<file path="src/rtl/excp_ctrl_pkg.sv">
// Shared widths, exception codes and csr_bus layout for the EXE-stage exception arbiter.
package excp_ctrl_pkg;

  localparam int CSR_BUS_WD = 82;
  localparam int NUM_EXCP   = 7;

  // Ecode values as seen by the CSR file
  localparam logic [5:0] ECODE_INT = 6'h00;
  localparam logic [5:0] ECODE_ADE = 6'h08;
  localparam logic [5:0] ECODE_ALE = 6'h09;
  localparam logic [5:0] ECODE_SYS = 6'h0B;
  localparam logic [5:0] ECODE_BRK = 6'h0C;
  localparam logic [5:0] ECODE_INE = 6'h0D;
  localparam logic [5:0] ECODE_IPE = 6'h0E;

  localparam logic [8:0] ESUBCODE_ADEF = 9'd0;
  localparam logic [8:0] ESUBCODE_ADEM = 9'd1;

  // Bit positions inside ex_excp
  localparam int EXCP_ADEF = 0;
  localparam int EXCP_INE  = 1;
  localparam int EXCP_IPE  = 2;
  localparam int EXCP_SYS  = 3;
  localparam int EXCP_BRK  = 4;
  localparam int EXCP_ALE  = 5;
  localparam int EXCP_ADEM = 6;

  typedef struct packed {
    logic        is_etrn;
    logic        in_excp;
    logic [5:0]  ecode;
    logic [8:0]  subecode;
    logic [31:0] era;
    logic        use_badv;
    logic [31:0] badv;
  } csr_bus_t;

endpackage

</file>
<file path="src/rtl/excp_prio_enc.sv">
// Combinational priority encoder: picks the highest-priority pending cause and
// returns its ecode/subcode and bad-address information.
module excp_prio_enc
  import excp_ctrl_pkg::*;
(
  input  logic [NUM_EXCP-1:0] excp,
  input  logic                have_intrpt,
  input  logic [31:0]         ex_pc,
  input  logic [31:0]         ex_badv,
  output logic                sel,
  output logic [5:0]          ecode,
  output logic [8:0]          subecode,
  output logic                use_badv,
  output logic [31:0]         badv
);

  // Index 0 is the interrupt, then the flags in ascending bit order,
  // which is also their priority order.
  logic [NUM_EXCP:0] req;
  logic [NUM_EXCP:0] grant;

  assign req = {excp, have_intrpt};
  assign sel = |req;

  generate
    for (genvar gi = 0; gi <= NUM_EXCP; gi++) begin : g_grant
      if (gi == 0) begin : g_top
        assign grant[gi] = req[gi];
      end else begin : g_rest
        assign grant[gi] = req[gi] & ~(|req[gi-1:0]);
      end
    end
  endgenerate

  // grant is one-hot, so the independent ifs never conflict
  always_comb begin
    ecode    = ECODE_INT;
    subecode = ESUBCODE_ADEF;
    use_badv = 1'b0;
    badv     = 32'h0;
    if (grant[EXCP_ADEF+1]) begin
      ecode    = ECODE_ADE;
      use_badv = 1'b1;
      badv     = ex_pc;
    end
    if (grant[EXCP_INE+1]) ecode = ECODE_INE;
    if (grant[EXCP_IPE+1]) ecode = ECODE_IPE;
    if (grant[EXCP_SYS+1]) ecode = ECODE_SYS;
    if (grant[EXCP_BRK+1]) ecode = ECODE_BRK;
    if (grant[EXCP_ALE+1]) begin
      ecode    = ECODE_ALE;
      use_badv = 1'b1;
      badv     = ex_badv;
    end
    if (grant[EXCP_ADEM+1]) begin
      ecode    = ECODE_ADE;
      subecode = ESUBCODE_ADEM;
      use_badv = 1'b1;
      badv     = ex_badv;
    end
  end

endmodule

</file>
<file path="src/rtl/excp_ctrl.sv">
// EXE-stage exception/interrupt arbiter: builds csr_bus, replays rejected
// events from a saved copy and sequences the pipeline flush.
module excp_ctrl
  import excp_ctrl_pkg::*;
#(
  parameter int FLUSH_CYCLES = 2
) (
  input  logic                  clk,
  input  logic                  rst,
  input  logic                  ex_valid,
  input  logic [31:0]           ex_pc,
  input  logic [NUM_EXCP-1:0]   ex_excp,
  input  logic [31:0]           ex_badv,
  input  logic                  ex_ertn,
  input  logic                  have_intrpt,
  input  logic                  jump_excp_fail,
  input  logic                  excp_jump,
  output logic [CSR_BUS_WD-1:0] csr_bus,
  output logic                  ex_kill,
  output logic                  ex_stall,
  output logic                  flush
);

  localparam logic [1:0] ST_IDLE  = 2'd0;
  localparam logic [1:0] ST_RETRY = 2'd1;
  localparam logic [1:0] ST_DRAIN = 2'd2;

  logic [1:0] state_reg, state_next;
  logic [3:0] cnt_reg, cnt_next;
  csr_bus_t   saved_reg, saved_next;

  logic        enc_sel;
  logic [5:0]  enc_ecode;
  logic [8:0]  enc_subecode;
  logic        enc_use_badv;
  logic [31:0] enc_badv;

  excp_prio_enc u_prio_enc (
    .excp        (ex_excp),
    .have_intrpt (have_intrpt),
    .ex_pc       (ex_pc),
    .ex_badv     (ex_badv),
    .sel         (enc_sel),
    .ecode       (enc_ecode),
    .subecode    (enc_subecode),
    .use_badv    (enc_use_badv),
    .badv        (enc_badv)
  );

  logic     excp_sel, ertn_sel;
  csr_bus_t live_bus, bus_out;

  assign excp_sel = ex_valid & enc_sel;
  assign ertn_sel = ex_valid & ex_ertn & ~enc_sel;

  always_comb begin
    live_bus = '0;
    if (excp_sel) begin
      live_bus.in_excp  = 1'b1;
      live_bus.ecode    = enc_ecode;
      live_bus.subecode = enc_subecode;
      live_bus.era      = ex_pc;
      live_bus.use_badv = enc_use_badv;
      live_bus.badv     = enc_badv;
    end else if (ertn_sel) begin
      live_bus.is_etrn = 1'b1;
    end
  end

  always_comb begin
    state_next = state_reg;
    cnt_next   = cnt_reg;
    saved_next = saved_reg;
    bus_out    = '0;
    ex_kill    = 1'b0;
    ex_stall   = 1'b0;
    flush      = 1'b0;
    case (state_reg)
      ST_IDLE: begin
        bus_out = live_bus;
        ex_kill = excp_sel;
        if (excp_sel || ertn_sel) begin
          saved_next = live_bus;
          if (jump_excp_fail) begin
            state_next = ST_RETRY;
          end else if (excp_jump) begin
            state_next = ST_DRAIN;
            cnt_next   = 4'(FLUSH_CYCLES);
          end else begin
            ex_stall = 1'b1;
          end
        end
      end
      ST_RETRY: begin
        bus_out  = saved_reg;
        ex_kill  = 1'b1;
        ex_stall = 1'b1;
        if (!jump_excp_fail && excp_jump) begin
          state_next = ST_DRAIN;
          cnt_next   = 4'(FLUSH_CYCLES);
        end
      end
      ST_DRAIN: begin
        flush    = 1'b1;
        ex_kill  = 1'b1;
        cnt_next = cnt_reg - 4'd1;
        if (cnt_reg <= 4'd1) begin
          state_next = ST_IDLE;
        end
      end
      default: begin
        state_next = ST_IDLE;
        cnt_next   = 4'd0;
      end
    endcase
  end

  assign csr_bus = bus_out;

  always_ff @(posedge clk) begin
    if (rst) begin
      state_reg <= ST_IDLE;
      cnt_reg   <= 4'd0;
      saved_reg <= '0;
    end else begin
      state_reg <= state_next;
      cnt_reg   <= cnt_next;
      saved_reg <= saved_next;
    end
  end

endmodule

</file>
<file path="config.mk">
export PLATFORM = sky130hd
export DESIGN_NAME = excp_ctrl
export DESIGN_NICKNAME = d
export VERILOG_FILES = /design/src/rtl/excp_ctrl_pkg.sv /design/src/rtl/excp_prio_enc.sv /design/src/rtl/excp_ctrl.sv
export SDC_FILE = /design/constraint.sdc
export NUM_CORES = 1
export LEC_CHECK = 0
export BUFFER_PORTS_ARGS = -buffer_cell sky130_fd_sc_hd__buf_4
export CORE_ASPECT_RATIO = 2
export CORE_UTILIZATION = 40
export CTS_CLUSTER_SIZE = 20
export DETAILED_ROUTE_END_ITERATION = 7
export PLACE_DENSITY = 0.66
export SLEW_MARGIN = 20
export SYNTH_ARGS = -nofsm -noshare
export SYNTH_HDL_FRONTEND = slang
export SYNTH_SLANG_ARGS = --single-unit
</file>
<file path="constraint.sdc">
create_clock -name clk -period 2.3 [get_ports clk]
set_clock_uncertainty 0.15 [all_clocks]
set_input_delay 0.23 -clock clk [delete_from_list [all_inputs] [get_ports clk]]
set_output_delay 0.23 -clock clk [all_outputs]
set_load 0.1 [all_outputs]
</file>
After elaboration in Yosys (flattened, before gate mapping)
Index checks and enable logic that the tools add are counted.
- add/subtract/negate cells: 1
- $mul: 0
- divide/modulo/power cells: 0
- magnitude comparators: 1
- equal/unequal tests: 8
- shift operators: 0
- mux-type cells: 35
- bitwise gates (word level): 18
- reductions and logical operators: 15
- operators with widths (operator ; number):
    $pmux W82 S2 ; 1
    $mux W32 ; 3
    $mux W81 ; 1
    $mux W6 ; 6
    $mux W4 ; 5
    $pmux W4 S3 ; 1
    $and A1 B1 Y1 ; 10
    $mux W1 ; 10
    $mux W2 ; 5
    $ne A2 B2 Y1 const B ; 5
    $not A1 Y1 ; 8
    $reduce_and A4 Y1 ; 2
    $reduce_or A8 Y1 ; 1
    $reduce_or A7 Y1 ; 1
    $pmux W2 S3 ; 1
    $reduce_or A6 Y1 ; 1
    $reduce_or A5 Y1 ; 1
    $le A4 B1 Y1 const B ; 1
    $pmux W1 S2 ; 2
    $reduce_or A2 Y1 ; 2
    $reduce_or A4 Y1 ; 1
    $sub A4 B1 Y4 const B ; 1
    $ne A3 B3 Y1 const B ; 1
    $reduce_or A3 Y1 ; 1
    7 further kinds ; 7
- register bits after elaboration: 88
- latch bits: 0
- RAM bits: 0
- memory bits (read-only): 0
- input port bits: 78
- output and inout bits: 85
- word-level logic and storage cells: 87
- memories kept: 0

Longest topological paths before layout
Gate-level depths: netlist of the first run.
- depth in word-level cells: 11
- depth in mapped cells: 9
- gate-level depth less buffers: 7

Cells and area by module
Synthesis of the first run repeated with hierarchy kept, for this count alone.
- cell total of the unflattened synthesis: 510
- area, all modules: 4953.5 um^2
- modules (own cells, without submodules) (module ; instances ; cells an instance ; area an instance (um^2)):
    excp_ctrl ; 1 ; 441 ; 4394.2
    excp_prio_enc ; 1 ; 69 ; 559.3

Worst setup path after synthesis of the first run
Ideal clock, no wire load.
- path kind: flip-flop to output port
- start: register state_reg[0]
- end: output ex_stall
- arrival time: 3.236 ns
- required time: 1.920 ns
- setup slack: -1.316 ns
- stages on the path, launching flop included: 7
- path buffers: 2
- cell sequence: dfxtp_1 -> inv_1 -> ha_1 -> buf_2 -> nand3_2 -> buf_2 -> o31ai_1
- longest elaborated chain between the ends: 2
- elaborated cells between the ends (all ways): 3
- RTL lines (element ; line ; source):
    start: declaration ; excp_ctrl.sv:28 ; logic [1:0] state_reg, state_next;
    start signal: assignment ; excp_ctrl.sv:126 ; state_reg <= state_next;
    $eq A2 B1 Y1 / $logic_not A2 Y1 (equally long branches) ; excp_ctrl.sv:78 ; case (state_reg)
    $pmux W1 S2 (*) ; excp_ctrl.sv:78 ;
    end: declaration ; excp_ctrl.sv:20 ; output logic ex_stall,
Mark *: on every way between the ends. The rest lies on a longest branch, timed or not.

Worst setup path after layout of the first run
- start: register state_reg[0]
- end: output csr_bus[6]
- longest elaborated chain between the ends: 2
- elaborated cells between the ends (all ways): 3
- RTL lines (element ; line ; source):
    $eq A2 B1 Y1 / $logic_not A2 Y1 (equally long branches) ; excp_ctrl.sv:78 ;
    $pmux W82 S2 (*) ; excp_ctrl.sv:78 ;
    end: declaration ; excp_ctrl.sv:18 ; output logic [CSR_BUS_WD-1:0] csr_bus,
Marked as above.

==> reports/results.tsv, run 1 <==
stage	metric	value	unit
cells_and_area	layout cell share with drive strength beyond 1	0.533	
cells_and_area	number of flip-flops in the largest register	72	
power_and_ir_drop	final total power	5.49	mW
cells_and_area	Syn-to-layout area delta	77.4	%
grt	vias in the first global route	4620	
critical_path	critical path fanouts, max	8	
cts	TritonCTS Sinks	78	
hold_path	Hold Crit Class	primary input to flip-flop	
cells_and_area	most common cell after layout, fill and taps aside	buf_4	
routing	via count	4413	
yosys	ys async rst share	0	
sta	hold_ws	0.0135	ns
power_and_ir_drop	clock share of power	0.266	
power_and_ir_drop	Sw Share	0.415	
routing	1st-iter DRT viols	213	
flow_run	Max Cap Viol	0	
routing	Vias/cell	5.45	
critical_path	CP Class	flip-flop to output pin	
critical_path	Worst EP required	1.92	ns
critical_path	R2R cell count	8	
critical_path	Worst Setup End Kind	output pin	
power_and_ir_drop	Pint	3.21	mW
yosys	Avg Inst Size Synth	9.20	µm²
sta	fmax	0.408	GHz
cts	Skew-Pair Late Insertion Delay	0.33	ns
yosys	sequential fraction of the synthesis area	0.376	
sta	Hold Fails Final Rpt	0	
cts	Max H-tree Level	3	
sta	Setup violations, final	35	
yosys	cell area after synthesis	4150	µm²
die	die footprint	10800	µm²
cts	CTS tree	done	
yosys	Post-synth EDFFs	0	
power_and_ir_drop	Logic pwr share	0.454	
die	Die Ht	146	µm
cells_and_area	FILL cells	759	
routing	post-route ant nets	0	
sta	Max Slew Vio Count	0	
cells_and_area	Register Area	1560	µm²
sta	final worst-path cycle share	1.07	
routing	residual DRC count	0	
status	status	complete, but fails checks	
grt	initial antenna violation count	1	
grt	grt total ovfl	0	
hold_path	cell depth of the worst hold path	2	
routing	Total Wirelength	14700	µm
cts	Clock Pin Slew Worst Setup and Hold Paths	0.06	ns
die	core area	10100	µm²
sta	Final Critical Period	2.45	ns
routing	TritonRoute pass-1 iters	5	
yosys	Yosys warning total	0	
status	failing checks	negative setup slack	
yosys	synth unique cells	48	
critical_path	R2R setup slack	0.18	ns
die	number of cell rows	52	
cts	Root Driver	clkbuf_16	
routing	drt wl/cell	18.2	µm
grt	pin count of the biggest net entering global routing	60	
power_and_ir_drop	Leak Pwr	3.08	nW
yosys	Synth Instances	451	
die	I/O pins	163	
power_and_ir_drop	switching pwr	2.28	mW
cts	Max Buffers Root-to-Sink	2	
power_and_ir_drop	Flop pwr share	0.280	
yosys	FF+latch count, synth	78	
grt	global-route wire length before repair	22400	µm
power_and_ir_drop	Power Density	746	nW/µm²
critical_path	crit path launch type	flip-flop	
cells_and_area	multi-input logic area	2650	µm²
power_and_ir_drop	VDD IR-drop max	562	µV
sta	unrepaired setup endpoints after global routing	yes	
hold_path	hold path start	ex_pc[7]	
cells_and_area	most frequent cells in the layout	133 x buf_4, 81 x nand2_1, 76 x dfxtp_1	
place	Detailed Place HPWL	9450	µm
place	pre-CTS setup slack	0.0286	ns
sta	worst setup margin	-0.154	ns
yosys	most common flop cell mapped by yosys	dfxtp_1	
cells_and_area	fin nets	753	
die	Starting Density	0.412	
grt	gr usage total	0.273	
cts	cts bufs inserted	9	
critical_path	critical path arrival	2.07	ns
critical_path	RR Startpoint	state_reg[1]$_SDFFE_PP0P_	
place	Buffers on Ports	152	
die	Die Width	74.0	µm
place	GPL Wtd Cong	0.857	
critical_path	Worst Setup SP	state_reg[0]$_SDFFE_PP0P_	
[through the flow]
stage	setup TNS [ns]	cells	utilization	instance area (µm²)
3_3_place_gp	0	748	0.588	5930
4_1_cts	-4.16	803	0.710	7160
5_1_grt	-7.27	809	0.730	7360
6_report	-4.59	809	0.730	7360
3_5_place_dp	0	748	0.588	5930
2_1_floorplan	-4.69	460	-	4460
[repair_timing]
action                                  CTS  global route
endpoints found under the hold margin    29             0
pin swaps                                 6             5
setup buffers                             8             5
cloned                                    3             1
gates resized for setup                 119            43
endpoints found under the setup margin   71            70
hold buffers                             29             0
[power by group through the flow]
stage / combinational, mW / clock [mW] / sequential, mW
6_report: 2.49 / 1.46 / 1.54
5_1_grt: 2.59 / 1.53 / 1.55
4_1_cts: 2.39 / 1.48 / 1.53
3_5_place_dp: 2.21 / 0 / 1.56
3_3_place_gp: 2.19 / 0 / 1.55
2_1_floorplan: 1.64 / 0 / 1.54
[per-layer routing]
metal | GRT usage | routed length (µm)
met5 | 0 | 0
met4 | 0.160 | 697
met1 | 0.273 | 4990
met3 | 0.0524 | 662
met2 | 0.496 | 8360
[synth_stat cells (all sizes together), types with 4 or more instances]
| master | number | area share |
|---|---|---|
| nor4 | 4 | 0.015 |
| a22o | 64 | 0.14 |
| inv | 8 | 0.0072 |
| nor2 | 10 | 0.0090 |
| nand2b | 4 | 0.0060 |
| ha | 6 | 0.018 |
| nand2 | 117 | 0.11 |
| dfxtp | 78 | 0.38 |
| clkbuf | 17 | 0.017 |
| buf | 26 | 0.047 |
| a21oi | 48 | 0.087 |
| o21ai | 4 | 0.0048 |
| a22oi | 32 | 0.094 |
[cell type report]
cell class | count | area share
antenna | 1 | 0.000340
clock buffer | 12 | 0.0362
clock inverter | 3 | 0.00578
inverter | 8 | 0.00408
multi-input combinational | 330 | 0.360
sequential | 78 | 0.212
tap | 135 | 0.0229
timing repair buffer | 242 | 0.358
[cell families after synthesis]
family	Yosys count	synth area share
adders and majority gates	6	0.0181
and+or+nand+nor	153	0.175
buffers and inverters	52	0.0757
AOI/OAI and AO/OA	161	0.354
DFF	78	0.376
other	1	0.000904
[final timing paths]
check,end
max,csr_bus[6]
min,saved_reg[40]$_SDFFE_PP0P_
max reg2reg,cnt_reg[2]$_SDFFE_PP0P_
min reg2reg,saved_reg[12]$_SDFFE_PP0P_
[critical path, cell delays in order, from the launching register on]
cell and delay, ns:
dfxtp_2 0.32, inv_2 0.07, ha_4 0.15, nand2_4 0.05, or2_4 0.26, nor3b_4 0.23, buf_6 0.18, buf_16 0.14
a22oi_2 0.08, nand2_4 0.08, buf_12 0.17
Note: power is estimated with default switching activity, not from simulation.
==> run 2: changes to the inputs <==
- CELL_PAD_IN_SITES_DETAIL_PLACEMENT: default -> 2
- CELL_PAD_IN_SITES_GLOBAL_PLACEMENT: default -> 2
- CORE_UTILIZATION: 40 -> 30
- PLACE_DENSITY: 0.66 -> 0.78
- SYNTH_HIERARCHICAL: default -> 1
==> run 2 against run 1 <==
The flow now finishes without violations; first-iteration DRC count decreased by 38%; clock-buffer cell count decreased by 2; utilization down 24 points; critical path depth shrank 3; largest power group unchanged.
==> reports/results.tsv, run 2 <==
stage	metric	value	unit
cells_and_area	most frequent cells in the layout	108 x buf_4, 86 x dfxtp_1, 73 x nor2_1	
hold_path	cell depth of the worst hold path	3	
sta	final worst-path cycle share	0.990	
die	core area	16200	µm²
yosys	Synth Instances	510	
yosys	top cell type by total area after synthesis	dfxtp_1	
critical_path	CP Class	flip-flop to output pin	
grt	gr usage total	0.229	
routing	1st-iter DRT viols	133	
yosys	most common flop cell mapped by yosys	dfxtp_1	
grt	pin count of the biggest net entering global routing	55	
routing	post-route ant nets	0	
cts	CTS tree	done	
yosys	ys async rst share	0	
routing	Total Wirelength	20500	µm
cells_and_area	most common cell after layout, fill and taps aside	buf_4	
cts	Max H-tree Level	3	
cells_and_area	Layout Utilization	0.485	
die	Die Width	92.9	µm
cts	Max Buffers Root-to-Sink	2	
cts	TritonCTS Sinks	88	
power_and_ir_drop	VDD IR-drop max	665	µV
sta	Max Slew Vio Count	0	
power_and_ir_drop	Power Density	1230	nW/µm²
yosys	Post-synth EDFFs	0	
sta	unrepaired setup endpoints after global routing	yes	
yosys	post-synth top area share	0.356	
critical_path	crit path launch type	flip-flop	
sta	hold_ws	0.0136	ns
critical_path	Worst Setup End Kind	output pin	
place	Post-DP Area	6310	µm²
critical_path	RR Startpoint	state_reg[0]$_SDFFE_PP0P_	
cells_and_area	FILL cells	1651	
yosys	most common cell in the netlist	a22o_1	
sta	Hold Fails Final Rpt	0	
critical_path	Cell Chain, Critical Path	inv_2 > ha_4 > and3_4 > buf_12 > buf_12 > a22o_1 > buf_8	
flow_run	Max Cap Viol	0	
yosys	synth unique cells	43	
cells_and_area	layout cell share with drive strength beyond 1	0.504	
critical_path	max incr delay on CP	0.34	ns
cts	Skew-Pair Late Insertion Delay	0.34	ns
hold_path	Hold Crit Class	primary input to flip-flop	
critical_path	CP dominant cell by count	buf_12	
sta	Final Critical Period	2.28	ns
die	number of cell rows	66	
cells_and_area	fin nets	746	
yosys	Synth area leaders	dfxtp_1 36%, a22o_1 17%, a22oi_2 12%, nor2_1 5.6%, a22oi_1 5.2%	
status	status	completed	
die	I/O pins	163	
critical_path	R2R setup slack	0.32	ns
die	die footprint	17100	µm²
cts	cts bufs inserted	9	
hold_path	worst hold path endpoint	saved_reg[51]$_SDFFE_PP0P_	
grt	global-route wire length before repair	29900	µm
yosys	cell area after synthesis	4950	µm²
routing	TritonRoute pass-1 iters	4	
sta	fmax	0.439	GHz
place	GPL Wtd Cong	0.836	
routing	residual DRC count	0	
hold_path	hold path start	ex_pc[18]	
critical_path	critical path arrival	1.90	ns
cells_and_area	Syn-to-layout area delta	58.5	%
cells_and_area	post-route design area	7850	µm²
die	Die Ht	184	µm
die	Starting Density	0.306	
yosys	Avg Inst Size Synth	9.71	µm²
critical_path	critical path fanouts, max	20	
yosys	commonest cells in the netlist	95 x a22o_1, 88 x dfxtp_1, 74 x nor2_1	
routing	drt wl/cell	23.5	µm
yosys	Yosys warning total	6	
grt	grt total ovfl	0	
cts	Root Driver	clkbuf_16	
critical_path	Worst EP required	1.92	ns
cells_and_area	number of flip-flops in the largest register	82	
sta	Setup violations, final	0	
grt	vias in the first global route	5534	
critical_path	CP max-delay cell	dfxtp_4	
cts	Clock Pin Slew Worst Setup and Hold Paths	0.07	ns
power_and_ir_drop	Leak Pwr	3.29	nW
grt	initial antenna violation count	1	
yosys	FF+latch count, synth	88	
critical_path	R2R cell count	8	
place	Buffers on Ports	162	
critical_path	Worst R2R End	saved_reg[41]$_SDFFE_PP0P_	
place	Detailed Place HPWL	12600	µm
routing	via count	4929	
routing	Vias/cell	5.65	
yosys	sequential fraction of the synthesis area	0.356	
-- run 2: cell types whose count changed after synthesis, moves of 18 or more --
cell,previous run,this run
a22o_1,64,95
nor2_1,10,74
a22oi_1,2,34
nand2_1,116,3
a21oi_2,32,0
nor2_2,0,18
-- run 2: final cells by class --
type,instances,area (µm²),area share
diodes,1,2.50,0.000319
repair buffers,197,2400,0.305
flip-flops and latches,88,1770,0.225
inverters,10,37.5,0.00478
clock inverters,6,115,0.0147
clock buffers,10,239,0.0304
multi-input cells,356,3040,0.387
well taps,204,255,0.0325
-- run 2: per-layer routing --
layer  global-route usage  vias up  wire length (µm)  share of wire
li1                     -     2218                 -              -
met1                0.221     2486              6970           0.34
met2                0.436      156             11600           0.57
met3               0.0352       69               627          0.031
met4                0.154        0              1320          0.065
met5                    0        -                 0              0
-- run 2: kinds of logic after synthesis --
group	count (synthesis)	share of synthesized area
simple gates	118	0.113
buf+inv	75	0.102
compound gates	222	0.414
flops	88	0.356
other cells	1	0.000757
fa+ha+maj	6	0.0152
-- run 2: where the power goes --
part	switching, mW	leakage (nW)	internal, mW
combinational	3.92	2.39	2.06
clock	0.644	0.175	1.10
sequential	0.163	0.719	1.74
-- run 2: worst max path at each step --
stage	startpoint	end	slack (ns)
floorplan	state_reg[0]$_SDFFE_PP0P_	csr_bus[0]	-0.009
global route	state_reg[0]$_SDFFE_PP0P_	csr_bus[20]	-0.02
finish	state_reg[0]$_SDFFE_PP0P_	csr_bus[52]	0.02
global placement	ex_excp[4]	csr_bus[10]	0.08
detailed placement	ex_excp[4]	csr_bus[8]	0.007
CTS	ex_excp[4]	csr_bus[51]	0.004
-- run 2: per-stage QoR --
stage	TNS, ns	std cells	setup slack (ns)	total power, mW
2_1_floorplan	-0.494	519	-0.00929	5.81
3_3_place_gp	0	840	0.0842	6.73
3_5_place_dp	0	840	0.00737	6.83
4_1_cts	0	872	0.00381	9.49
5_1_grt	-0.0599	872	-0.0175	9.97
6_report	0	872	0.0234	9.63
-- run 2: repair_timing --
action                                  4_1_cts  5_1_grt
endpoints found under the setup margin       67       53
cloned                                        5        1
endpoints found under the hold margin         3        0
hold buffers                                  3        0
pin swaps                                     7       12
gates resized for setup                     127       76
setup buffers                                 8        0
-- run 2: critical path, delay by kind of cell, from the launching register on --
kind                     cells  cell delay (ns)
AO/OA/AOI/OAI                1             0.20
flip-flops                   1             0.34
adder cells (fa/ha/maj)      1             0.14
AND/OR/NAND/NOR              1             0.20
buffers and inverters        4             0.65
==> run 3: changes to the inputs <==
- CELL_PAD_IN_SITES_DETAIL_PLACEMENT: 2 -> 1
- CELL_PAD_IN_SITES_GLOBAL_PLACEMENT: 2 -> 1
- CORE_UTILIZATION: 30 -> 38
- RECOVER_POWER: default -> 25
==> run 3 against run 2 <==
Via count fell by 1.6%; utilization rose by 10 points; critical path depth fell by 1; cell area fell by 5.5%; first-iteration DRC count rose by 98%; combinational power fell by 4.3%; critical endpoint is now csr_bus[6].
==> reports/results.tsv, run 3 (same netlist as run 2, synthesis figures left out) <==
stage	metric	value	unit
critical_path	CP max-delay cell	dfxtp_1	
place	pre-CTS setup slack	0.0109	ns
die	Starting Density	0.392	
power_and_ir_drop	Leak Pwr	3.13	nW
cells_and_area	most frequent cells in the layout	114 x buf_4, 88 x dfxtp_1, 84 x a22o_1	
place	Inst Count DP	793	
sta	worst rel slew slack	0.638	
sta	Hold Fails Final Rpt	0	
routing	via count	4852	
die	Die Ht	163	µm
die	Die Width	82.7	µm
sta	unrepaired setup endpoints after global routing	yes	
routing	drt wl/cell	21.9	µm
cells_and_area	layout cell share with drive strength beyond 1	0.483	
routing	Vias/cell	5.91	
die	number of cell rows	58	
sta	Max Slew Vio Count	0	
grt	initial antenna violation count	0	
place	Detailed Place HPWL	11400	µm
critical_path	crit path launch type	flip-flop	
routing	Total Wirelength	17900	µm
critical_path	max incr delay on CP	0.35	ns
sta	worst slew pin tran	0.543	ns
cts	Root Driver	clkbuf_16	
cells_and_area	Register Area	1760	µm²
critical_path	cell family with most CP delay	buffers and inverters	
routing	1st-iter DRT viols	264	
cells_and_area	multi-input logic area	2910	µm²
critical_path	critical path arrival	1.89	ns
die	core area	12600	µm²
place	Buffers on Ports	162	
cts	Clock Pin Slew Worst Setup and Hold Paths	0.07	ns
grt	pin count of the biggest net entering global routing	48	
sta	final worst-path cycle share	0.988	
cells_and_area	Post-Layout Cell Count	821	
power_and_ir_drop	Power Density	1220	nW/µm²
sta	Final Critical Period	2.27	ns
cts	CTS tree	done	
place	GPL Wtd Cong	0.793	
cts	TritonCTS Sinks	88	
routing	TritonRoute pass-1 iters	4	
grt	grt total ovfl	0	
die	die footprint	13500	µm²
critical_path	Worst Setup End Kind	output pin	
critical_path	Cell Chain, Critical Path	inv_2 > ha_4 > and3_4 > buf_8 > a22o_1 > buf_12	
cells_and_area	Layout Utilization	0.588	
hold_path	Hold Crit Class	primary input to flip-flop	
flow_run	Max Cap Viol	0	
cells_and_area	fin nets	750	
sta	worst setup margin	0.0276	ns
cells_and_area	Ant. Diodes	0	
grt	global-route wire length before repair	26500	µm
power_and_ir_drop	VDD IR-drop max	975	µV
cells_and_area	most common cell after layout, fill and taps aside	buf_4	
grt	vias in the first global route	5184	
grt	gr usage total	0.262	
cells_and_area	FILL cells	1361	
cts	Max H-tree Level	3	
cts	Skew-Pair Late Insertion Delay	0.34	ns
critical_path	CP Class	flip-flop to output pin	
routing	post-route ant nets	0	
cells_and_area	number of flip-flops in the largest register	82	
cells_and_area	Syn-to-layout area delta	49.8	%
sta	hold_ws	0.0117	ns
critical_path	Worst EP required	1.92	ns
cts	CTS Hold Bufs	0	
cts	cts bufs inserted	9	
cts	Max Buffers Root-to-Sink	2	
status	status	completed	
critical_path	CP Buf/Inv Count	3	
die	I/O pins	163	
sta	Fin Setup TNS	0	ns
critical_path	critical path fanouts, max	15	
sta	Setup violations, final	0	
sta	fmax	0.440	GHz
routing	residual DRC count	0	
[run 3: cell types whose count changed in the layout (fill, tap and decap cells not counted), moves of 3 or more]
cell,previous run,this run
buf_12,54,35
a22o_1,68,84
buf_4,108,114
a22o_4,28,11
clkinvlp_4,0,3
dlygate4sd3_1,3,0
buf_6,23,39
bufinv_16,3,0
[run 3: final timing paths]
kind                        startpoint                         end  slack, ns  depth (start not counted)
max          state_reg[0]$_SDFFE_PP0P_                  csr_bus[6]       0.03                          6
max reg2reg  state_reg[0]$_SDFFE_PP0P_  saved_reg[21]$_SDFFE_PP0P_       0.13                          9
min reg2reg    cnt_reg[1]$_SDFFE_PP0P_     cnt_reg[1]$_SDFFE_PP0P_       0.34                          2
min                          ex_pc[28]  saved_reg[61]$_SDFFE_PP0P_       0.01                          3
[run 3: area by class of cell]
class | count | share of cell area
multi-input cells | 358 | 0.392
well taps | 150 | 0.0253
flip-flops and latches | 88 | 0.237
repair buffers | 199 | 0.300
clock buffers | 12 | 0.0359
inverters | 10 | 0.00506
clock inverters | 4 | 0.00371
[run 3: worst min-delay path: stages]
cell,delay (ns)
buf_4,0.09
a22oi_1,0.07
nor2_1,0.08
[run 3: where the power goes]
| part | internal (mW) | switching [mW] |
|---|---|---|
| clock network | 0.819 | 0.622 |
| registers | 1.73 | 0.155 |
| logic | 1.93 | 3.80 |
| total | 4.49 | 4.58 |
[run 3: what timing repair did]
action / CTS / global route
gates cloned: 5 / 3
buffers inserted: 4 / 0
gates resized for setup: 116 / 35
endpoints found under the setup margin: 69 / 44
pin swaps: 1 / 0
[run 3: routing by layer]
metal / part of all wire / vias up / track usage
met5: 0 / - / 0
met1: 0.34 / 2430 / 0.266
met4: 0.044 / 0 / 0.134
met2: 0.58 / 141 / 0.491
met3: 0.035 / 51 / 0.0391
li1: - / 2230 / -
[run 3: stage by stage]
stage	instance area (µm²)	total power [mW]
2_1_floorplan	5010	5.81
5_1_grt	7420	9.42
3_5_place_dp	6280	6.80
3_3_place_gp	6280	6.69
6_report	7420	9.07
4_1_cts	7220	8.91
